[src/rtl/kbd_pkg.sv]
// Shared types and constants for the keyboard scan-code event decoder.
package kbd_pkg;

  typedef enum logic [2:0] {
    ST_IDLE,
    ST_EXT,
    ST_BRK,
    ST_EXT_BRK,
    ST_PAUSE
  } kbd_state_t;

  localparam logic [7:0] KBD_EXT        = 8'hE0;
  localparam logic [7:0] KBD_REL        = 8'hF0;
  localparam logic [7:0] KBD_PAUSE      = 8'hE1;
  localparam logic [7:0] KBD_MAX_NORMAL = 8'h83;
  localparam logic [8:0] KBD_PAUSE_CODE = 9'h1E1;
  // Bytes following E1 that belong to the pause sequence
  localparam logic [2:0] KBD_PAUSE_SKIP = 3'd7;

  // Queue entry: break flag plus 9-bit code (bit8 = extended)
  typedef struct packed {
    logic       brk;
    logic [8:0] code;
  } kbd_ev_t;

  function automatic logic is_normal(input logic [7:0] b);
    return (b != 8'h00) && (b <= KBD_MAX_NORMAL);
  endfunction

endpackage

[src/rtl/kbd_event_fifo.sv]
// Event queue: power-of-two depth, head visible combinationally, no
// push->pop bypass, head output holds its last value while empty.
module kbd_event_fifo #(
  parameter int DEPTH = 4,
  parameter int W     = 10
) (
  input  logic         clk,
  input  logic         resetN,
  input  logic         push,
  input  logic         pop,
  input  logic [W-1:0] wdata,
  output logic [W-1:0] rdata,
  output logic         full,
  output logic         empty
);

  localparam int AW = $clog2(DEPTH);

  logic [W-1:0] mem [DEPTH];
  logic [AW:0]  wr_ptr, rd_ptr;
  logic [W-1:0] last_q;
  logic         do_pop, do_push;

  assign empty   = (wr_ptr == rd_ptr);
  assign full    = (wr_ptr[AW] != rd_ptr[AW]) && (wr_ptr[AW-1:0] == rd_ptr[AW-1:0]);
  assign do_pop  = pop && !empty;
  // A pop in the same cycle frees a slot, so a full queue still accepts
  assign do_push = push && (!full || do_pop);
  assign rdata   = empty ? last_q : mem[rd_ptr[AW-1:0]];

  // Pointer update
  always_ff @(posedge clk or negedge resetN) begin
    if (!resetN) begin
      wr_ptr <= '0;
      rd_ptr <= '0;
    end else begin
      if (do_push) wr_ptr <= wr_ptr + 1'b1;
      if (do_pop)  rd_ptr <= rd_ptr + 1'b1;
    end
  end

  // Storage write; contents are only visible through the pointers
  always_ff @(posedge clk) begin
    if (do_push) mem[wr_ptr[AW-1:0]] <= wdata;
  end

  // Remember the last shown head so the output holds once the queue drains
  always_ff @(posedge clk or negedge resetN) begin
    if (!resetN)     last_q <= '0;
    else if (!empty) last_q <= mem[rd_ptr[AW-1:0]];
  end

endmodule

[src/rtl/kbd_event_decoder.sv]
// Scan-code parser: turns make/break/extended/pause byte sequences into
// queued key events, with inter-byte timeout and overflow tracking.
module kbd_event_decoder
  import kbd_pkg::*;
#(
  parameter int FIFO_DEPTH     = 4,
  parameter int TIMEOUT_CYCLES = 1_000_000
) (
  input  logic       clk,
  input  logic       resetN,
  input  logic       din_new,
  input  logic [7:0] din,
  input  logic       ev_ready,
  input  logic       ovf_clr,
  output logic       ev_valid,
  output logic [8:0] ev_code,
  output logic       ev_break,
  output logic       overflow,
  output logic       seq_error
);

  localparam int CW = $clog2(TIMEOUT_CYCLES + 1);
  localparam logic [CW-1:0] TMO_LAST = CW'(TIMEOUT_CYCLES - 1);

  kbd_state_t    state_q, state_d;
  logic [2:0]    skip_q, skip_d;
  logic [CW-1:0] idle_q;
  logic          push, byte_err, tmo;
  kbd_ev_t       push_ev, head;
  logic          full, empty, drop;

  // Next-state and push decode; only din_new cycles advance the parser
  always_comb begin
    state_d  = state_q;
    skip_d   = skip_q;
    push     = 1'b0;
    push_ev  = '0;
    byte_err = 1'b0;
    tmo      = 1'b0;
    if (din_new) begin
      case (state_q)
        ST_IDLE: begin
          if (is_normal(din)) begin
            push    = 1'b1;
            push_ev = '{brk: 1'b0, code: {1'b0, din}};
          end else if (din == KBD_REL) begin
            state_d = ST_BRK;
          end else if (din == KBD_EXT) begin
            state_d = ST_EXT;
          end else if (din == KBD_PAUSE) begin
            state_d = ST_PAUSE;
            skip_d  = KBD_PAUSE_SKIP;
          end
        end
        ST_EXT: begin
          if (is_normal(din)) begin
            push    = 1'b1;
            push_ev = '{brk: 1'b0, code: {1'b1, din}};
            state_d = ST_IDLE;
          end else if (din == KBD_REL) begin
            state_d = ST_EXT_BRK;
          end else if (din != KBD_EXT) begin
            byte_err = 1'b1;
            state_d  = ST_IDLE;
          end
        end
        ST_BRK, ST_EXT_BRK: begin
          if (is_normal(din)) begin
            push    = 1'b1;
            push_ev = '{brk: 1'b1, code: {(state_q == ST_EXT_BRK), din}};
          end else begin
            byte_err = 1'b1;
          end
          state_d = ST_IDLE;
        end
        ST_PAUSE: begin
          if (skip_q == 3'd1) begin
            push    = 1'b1;
            push_ev = '{brk: 1'b0, code: KBD_PAUSE_CODE};
            skip_d  = '0;
            state_d = ST_IDLE;
          end else begin
            skip_d = skip_q - 3'd1;
          end
        end
        default: state_d = ST_IDLE;
      endcase
    end else if (state_q != ST_IDLE && idle_q == TMO_LAST) begin
      // A byte on the expiry cycle takes the din_new branch, so it wins
      tmo     = 1'b1;
      skip_d  = '0;
      state_d = ST_IDLE;
    end
  end

  // Parser state and pause skip count
  always_ff @(posedge clk or negedge resetN) begin
    if (!resetN) begin
      state_q <= ST_IDLE;
      skip_q  <= '0;
    end else begin
      state_q <= state_d;
      skip_q  <= skip_d;
    end
  end

  // Idle-clock counter, only runs while a sequence is in flight
  always_ff @(posedge clk or negedge resetN) begin
    if (!resetN)                           idle_q <= '0;
    else if (din_new || state_d == ST_IDLE) idle_q <= '0;
    else                                   idle_q <= idle_q + 1'b1;
  end

  // Registered one-cycle error pulse
  always_ff @(posedge clk or negedge resetN) begin
    if (!resetN) seq_error <= 1'b0;
    else         seq_error <= byte_err | tmo;
  end

  assign drop = push && full && !(ev_valid && ev_ready);

  // Sticky overflow; a drop in the same cycle beats the clear
  always_ff @(posedge clk or negedge resetN) begin
    if (!resetN)      overflow <= 1'b0;
    else if (drop)    overflow <= 1'b1;
    else if (ovf_clr) overflow <= 1'b0;
  end

  kbd_event_fifo #(
    .DEPTH (FIFO_DEPTH),
    .W     ($bits(kbd_ev_t))
  ) u_fifo (
    .clk    (clk),
    .resetN (resetN),
    .push   (push),
    .pop    (ev_ready),
    .wdata  (push_ev),
    .rdata  (head),
    .full   (full),
    .empty  (empty)
  );

  assign ev_valid = !empty;
  assign ev_code  = head.code;
  assign ev_break = head.brk;

endmodule

[config.mk]
export PLATFORM = sky130hd
export DESIGN_NAME = kbd_event_decoder
export DESIGN_NICKNAME = d
export VERILOG_FILES = /design/src/rtl/kbd_pkg.sv /design/src/rtl/kbd_event_fifo.sv /design/src/rtl/kbd_event_decoder.sv
export SDC_FILE = /design/constraint.sdc
export NUM_CORES = 1
export LEC_CHECK = 0
export BUFFER_PORTS_ARGS = -buffer_cell sky130_fd_sc_hd__buf_2
export CORE_MARGIN = 10
export CORE_UTILIZATION = 55
export DETAILED_ROUTE_END_ITERATION = 10
export PLACE_DENSITY = 0.74
export SETUP_SLACK_MARGIN = 0.4
export SYNTH_ARGS = -nofsm -noshare
export SYNTH_HDL_FRONTEND = slang
export SYNTH_SLANG_ARGS = --single-unit
[constraint.sdc]
create_clock -name clk -period 3.6 [get_ports clk]
set_input_delay 0.9 -clock clk [delete_from_list [all_inputs] [get_ports clk]]
set_output_delay 0.9 -clock clk [all_outputs]
set_load 0.005 [all_outputs]
==> results of run 1 <==
-- registers in the layout, indices dropped and copies added, names as in the netlist --
register	cells
state_q	3
u_fifo.mem	40
overflow	1
u_fifo.rd_ptr	3
skip_q	3
u_fifo.last_q	10
idle_q	20
u_fifo.wr_ptr	3
seq_error	1
-- path summary, 6_finish.rpt --
path                               endpoint  slack, ns  cells after the start
min reg2reg                       idle_q[0]       0.49                      1
min                               idle_q[0]       0.49                      1
max in group asynchronous        idle_q[19]       2.28                      1
min in group asynchronous  u_fifo.last_q[5]       0.71                      1
max reg2reg                u_fifo.mem[1][9]       1.28                      5
max                              ev_code[1]       0.63                      4
-- metal layers --
layer	vias to the layer above	part of all wire [%]
li1	1114	-
met3	10	4.7
met5	-	0
met1	1144	44
met2	64	50
met4	0	1.9
-- per-stage QoR --
step | power [uW] | std cells
2_1_floorplan | 1751 | 290
3_3_place_gp | 1987 | 391
3_5_place_dp | 2021 | 391
4_1_cts | 2689 | 407
5_1_grt | 2819 | 407
6_report | 2662 | 407
-- worst max-delay path, delay by kind of cell (launching register included) --
kind | cells | cell delay (ns)
xor gates and xnor gates | 1 | 0.39
buffers and inverters | 1 | 0.13
and+or+nand+nor | 1 | 0.25
muxes | 1 | 0.35
DFF | 1 | 0.60
-- area by class of cell --
type / count / share of cell area (%)
Clock buffer: 10 / 3.524
Clock inverter: 6 / 1.273
Inverter: 11 / 0.9772
Multi-Input combinational cell: 189 / 34.05
Sequential cell: 84 / 54.49
Tap cell: 80 / 2.369
Timing Repair Buffer: 27 / 3.317
-- placed cells by master (no fill, tap or decap), types with 3 or more instances in the layout --
| master | count |
|---|---|
| clkbuf_8 | 9 |
| and2_1 | 7 |
| nor4_1 | 3 |
| a21oi_1 | 6 |
| and4_1 | 4 |
| and3_1 | 3 |
| buf_2 | 25 |
| or4_1 | 3 |
| dfrtp_1 | 44 |
| nand2_1 | 15 |
| ha_1 | 8 |
| nand4_1 | 5 |
| nor2_1 | 42 |
| o21ai_1 | 3 |
| edfxtp_1 | 40 |
| mux4_2 | 10 |
| mux2_2 | 11 |
| inv_1 | 11 |
| xor2_1 | 10 |
| nor3_1 | 3 |
| xnor2_1 | 15 |
| nand3_1 | 11 |
-- report_power, final --
group / leakage (uW) / internal (uW) / total (uW) / switching [uW]
logic: 0.000580 / 397 / 757 / 360
registers: 0.000956 / 1160 / 1250 / 88.0
clock network: 0.000101 / 305 / 660 / 356
total: 0.00164 / 1860 / 2660 / 803
-- cell families after synthesis --
group	synth area share, %
AO/OA/AOI/OAI	4.638
XOR/XNOR	5.757
adder cells (fa/ha/maj)	2.632
buffers and inverters	1.973
flip-flops	60.53
multiplexers	9.474
AND/OR/NAND/NOR	15.00
-- timing repair --
action	in CTS	in global routing
pin swaps	0	0
gates resized for setup	1	1
setup endpoints to repair	10	10
==> impl_metrics.py, run 1 <==
metrics = {
    "outcome": {
        "status": "finished, final reports clean",
    },
    "clock_network": {
        "clock_latency_ns": 0.35,
        "cts_setup_buffers": 0,
        "ctsHoldBuffers": 0,
        "cts_tree": "yes",
        "numCtsBuffers": 9,
        "htreeDepth": 3,
        "cts_buffer_depth": 2,
        "clock_sinks": 84,
        "cts_root_buf": "clkbuf_8",
        "path_clk_slew_ns": 0.09,
    },
    "yosys": {
        "synth_area_leader_cell": "edfxtp_1",
        "synth-main-ff-cell": "dfrtp_1",
        "synth_most_common_cell": "dfrtp_1",
        "synthArstFlopShare_pct": 52.38,
        "synth_area_leaders": "edfxtp_1, dfrtp_1, mux4_2, nor2_1, xnor2_1",
        "synth_seq_cells": 84,
        "syn-mean-instance-area_um2": 13.12,
        "synth_top_area_share_pct": 31.58,
        "syn-instance-count": 290,
        "syn-num-nets": 311,
        "synthTopCellsByCount": "dfrtp_1, nor2_1, edfxtp_1",
        "syn-cell-area_mm2": 0.003804,
        "yosysUniqueCellTypes": 48,
        "synth-edff-count": 40,
        "yosysSeqAreaShare_pct": 60.53,
        "yosysWarnings": 0,
    },
    "sta": {
        "tns_ns": 0,
        "slew_headroom_pct": 34.97,
        "fin_hold_ws_ns": 0.4932,
        "timing_max_transition_violations_final": 0,
        "layout_setup_ws_ns": 0.6330,
        "rsz0062_at_grt": "false",
        "max_freq_ghz": 0.3370,
        "worst_pin_slew_ns": 0.9754,
        "finalHoldViolations": 0,
        "fin_crit_sh_pct": 82.42,
        "setup_violations": 0,
        "post-route-min-period_ns": 2.967,
        "fin_skew_ns": 0.01156,
    },
    "power_and_ir_drop": {
        "ir_drop_mv": 0.2908,
        "power.density_mw_per_mm2": 630.1,
        "p_leak_uw": 0.001637,
    },
    "critical_path": {
        "end_kind": "output port",
        "crit_chain": "xnor2_1 -> nand3_4 -> mux2_2 -> buf_2",
        "startpoint_type": "register",
        "cp.required_ns": 2.70,
        "cp-startpoint": "u_fifo.rd_ptr[1]",
        "critical_path_class": "register to output port",
        "cpPeakStageDelay_ns": 0.60,
        "critPathMaxFanout": 13,
        "arrival_ns": 2.07,
        "reg2reg_from": "state_q[1]",
        "slowest_stage": "dfrtp_1",
    },
    "die": {
        "row_count": 30,
        "initial_core_util_pct": 56.30,
        "die_x_um": 103.2,
        "die_area_mm2": 0.01064,
        "die_height_um": 103.2,
        "fp.coreArea_mm2": 0.006756,
        "io_pins": 26,
    },
    "placed_design": {
        "place_congestion": 0.8482,
        "placedInstanceArea_mm2": 0.004010,
        "io_buffers": 25,
        "dp_slack_ns": 0.7023,
        "dp_hpwl_um": 4956,
    },
    "grt": {
        "grt-ovfl-total": 0,
        "grt.met3_usage_pct": 2.681,
        "grt_antenna_before_repair": 0,
        "track_usage_pct": 13.97,
        "grt_util_met2_pct": 23.06,
        "grt_util_met1_pct": 17.48,
        "grt_pass1_vias": 2362,
        "grt_first_pass_wirelength_um": 11430,
        "grt.busiest_layer": "met2",
        "grt_max_degree": 45,
    },
    "layout": {
        "regArea_mm2": 0.002302,
        "multiInputGateArea_mm2": 0.001439,
        "antenna_cells": 0,
        "final_area_mm2": 0.004225,
        "drive_above_1_share_pct": 22.94,
        "post-route-util_pct": 62.54,
        "nFillCells": 491,
        "syn_to_final_growth_pct": 11.09,
        "nets": 343,
    },
    "route": {
        "num_vias": 2332,
        "dr.pass1.iters": 4,
        "drc_errors": 0,
        "wl_per_cell_um": 17.21,
        "drt_iter0_markers": 114,
        "drt-total-wl_um": 7005,
        "vias_per_cell": 5.730,
        "postRouteAntennaNets": 0,
    },
    "hold_path": {
        "hold_start": "idle_q[0]",
        "hold_path.class": "register to register",
    },
    "job": {
        "maxCapViolCount": 0,
    },
}
Note: power is estimated with default switching activity, not from simulation.
==> run 2, diff against run 1 <==
Clock period 3.6 ns to 3 ns, I/O delays scaled along.
==> run 2 against run 1 <==
  * Combinational power grew 96%
  * Cell count grew 3.4%
  * Count of clock-buffer cells in the layout shrank 1
  * Via count grew 4.2%
  * Largest power group unchanged
==> impl_metrics.py, run 2 (synthesized netlist as in run 1, its figures left out) <==
metrics = {
    "outcome": {
        "status": "finished, final reports clean",
    },
    "power_and_ir_drop": {
        "p_leak_uw": 0.001792,
        "power.density_mw_per_mm2": 854.7,
        "ir_drop_mv": 0.4045,
        "intPower_uw": 2690,
        "p_sw_share_pct": 29.79,
        "power_frac_clock_pct": 22.3,
        "total_power_uw": 3832,
        "p_switching_uw": 1142,
        "p_comb_share_pct": 38.7,
        "pwr-share-seq_pct": 39.0,
    },
    "clock_network": {
        "ctsHoldBuffers": 0,
        "clock_latency_ns": 0.36,
        "numCtsBuffers": 9,
        "path_clk_slew_ns": 0.09,
        "cts_root_buf": "clkbuf_8",
        "cts_tree": "yes",
        "htreeDepth": 3,
        "clock_sinks": 84,
        "cts_buffer_depth": 2,
    },
    "die": {
        "die_area_mm2": 0.01064,
        "io_pins": 26,
        "die_height_um": 103.2,
        "row_count": 30,
        "fp.coreArea_mm2": 0.006756,
        "die_x_um": 103.2,
        "initial_core_util_pct": 56.30,
    },
    "layout": {
        "drive_above_1_share_pct": 27.06,
        "final_area_mm2": 0.004483,
        "syn_to_final_growth_pct": 17.86,
        "largest_reg_flops": 40,
        "layout_common_cells": "nor2_1, dfrtp_1, edfxtp_1, buf_2, nand2_1",
        "nets": 356,
        "nFillCells": 509,
    },
    "route": {
        "dr.pass1.iters": 4,
        "postRouteAntennaNets": 0,
        "drt-total-wl_um": 7762,
        "wl_per_cell_um": 18.44,
        "vias_per_cell": 5.772,
        "drt_iter0_markers": 153,
        "num_vias": 2430,
        "drc_errors": 0,
    },
    "placed_design": {
        "io_buffers": 25,
        "placedInstanceArea_mm2": 0.004018,
        "place_congestion": 0.8261,
        "dp_hpwl_um": 5008,
        "dp_slack_ns": 0.3195,
    },
    "critical_path": {
        "startpoint_type": "register",
        "critPathMaxFanout": 5,
        "end_kind": "output port",
        "critical_path_class": "register to output port",
        "cp.required_ns": 2.25,
        "arrival_ns": 1.90,
    },
    "sta": {
        "worst_pin_slew_ns": 0.9775,
        "slew_headroom_pct": 34.83,
        "rsz0062_at_grt": "true",
        "timing_max_transition_violations_final": 0,
        "post-route-min-period_ns": 2.651,
        "setup_violations": 0,
        "tns_ns": 0,
        "fin_crit_sh_pct": 88.35,
        "finalHoldViolations": 0,
        "fin_skew_ns": 0.01674,
        "max_freq_ghz": 0.3773,
        "layout_setup_ws_ns": 0.3494,
    },
    "hold_path": {
        "hold_path.class": "register to register",
    },
    "job": {
        "maxCapViolCount": 0,
    },
    "grt": {
        "grt-ovfl-total": 0,
        "grt_pass1_vias": 2381,
        "grt_antenna_before_repair": 0,
        "grt_max_degree": 45,
        "track_usage_pct": 15.49,
        "grt_first_pass_wirelength_um": 12450,
    },
}
==> run 2: cell types whose count changed in the layout (fill, tap and decap cells not counted), sizes merged <==
cell,delta
bufinv,+1
clkinv,-1
clkinvlp,-1
inv,+2
diode,+1
buf,+13
clkbuf,-1
==> run 2: final cells by class <==
type / count / area [um^2] / area share, %
repair buffers: 40 / 335.3 / 7.480
diodes: 1 / 2.502 / 0.05582
inverters: 11 / 41.29 / 0.9210
well taps: 80 / 100.1 / 2.233
multi-input cells: 189 / 1488 / 33.18
clock buffers: 9 / 123.9 / 2.763
flip-flops and latches: 84 / 2305 / 51.41
clock inverters: 7 / 87.58 / 1.954
==> run 2: repair_timing <==
| item | 4_1_cts | 5_1_grt |
|---|---|---|
| setup endpoints to repair | 10 | 10 |
| gates cloned | 1 | 0 |
| buffers inserted | 9 | 2 |
| pin swaps | 1 | 1 |
| resized for setup | 23 | 5 |
==> run 2: metrics by stage <==
step	hold slack [ns]	util [%]	std cells
final	0.4969	66.35	421
after global placement	0.4731	59.46	392
after detailed placement	0.4831	59.46	392
after CTS	0.4956	65.59	418
after floorplan	0.4544	-	290
after global routing	0.5216	66.31	420
==> run 2: worst paths after layout <==
check / cells past startpoint / from / endpoint / slack (ns)
worst max-delay path: 5 / u_fifo.rd_ptr[0] / ev_code[4] / 0.35
worst min-delay path: 1 / idle_q[0] / idle_q[0] / 0.50
worst max register to register: 5 / state_q[1] / u_fifo.mem[0][0] / 0.79
worst min register to register: 1 / idle_q[0] / idle_q[0] / 0.50
max in group asynchronous: 1 / resetN / u_fifo.rd_ptr[0] / 1.78
min in group asynchronous: 1 / resetN / u_fifo.last_q[7] / 0.54
==> run 2: power groups by stage <==
stage	combinational, uW	clock [uW]	sequential [uW]
2_1_floorplan	628	0	1470
3_3_place_gp	898	0	1520
3_5_place_dp	920	0	1530
4_1_cts	1390	866	1480
5_1_grt	1600	911	1510
6_report	1480	856	1490
==> run 2: metal layers <==
layer | vias to the layer above | wire length [um] | track usage, % | share of wire, %
met3 | 13 | 391 | 4.088 | 5.0
li1 | 1143 | - | - | -
met5 | - | 0 | 0 | 0
met1 | 1207 | 3299 | 19.50 | 43
met4 | 0 | 121 | 5.348 | 1.6
met2 | 67 | 3949 | 25.26 | 51
==> run 2: worst max-delay path: stages (launching register included) <==
cell and delay [ns]:
dfrtp_2 0.37, buf_6 0.13, buf_12 0.12, mux4_2 0.52, mux2_4 0.29, buf_6 0.12
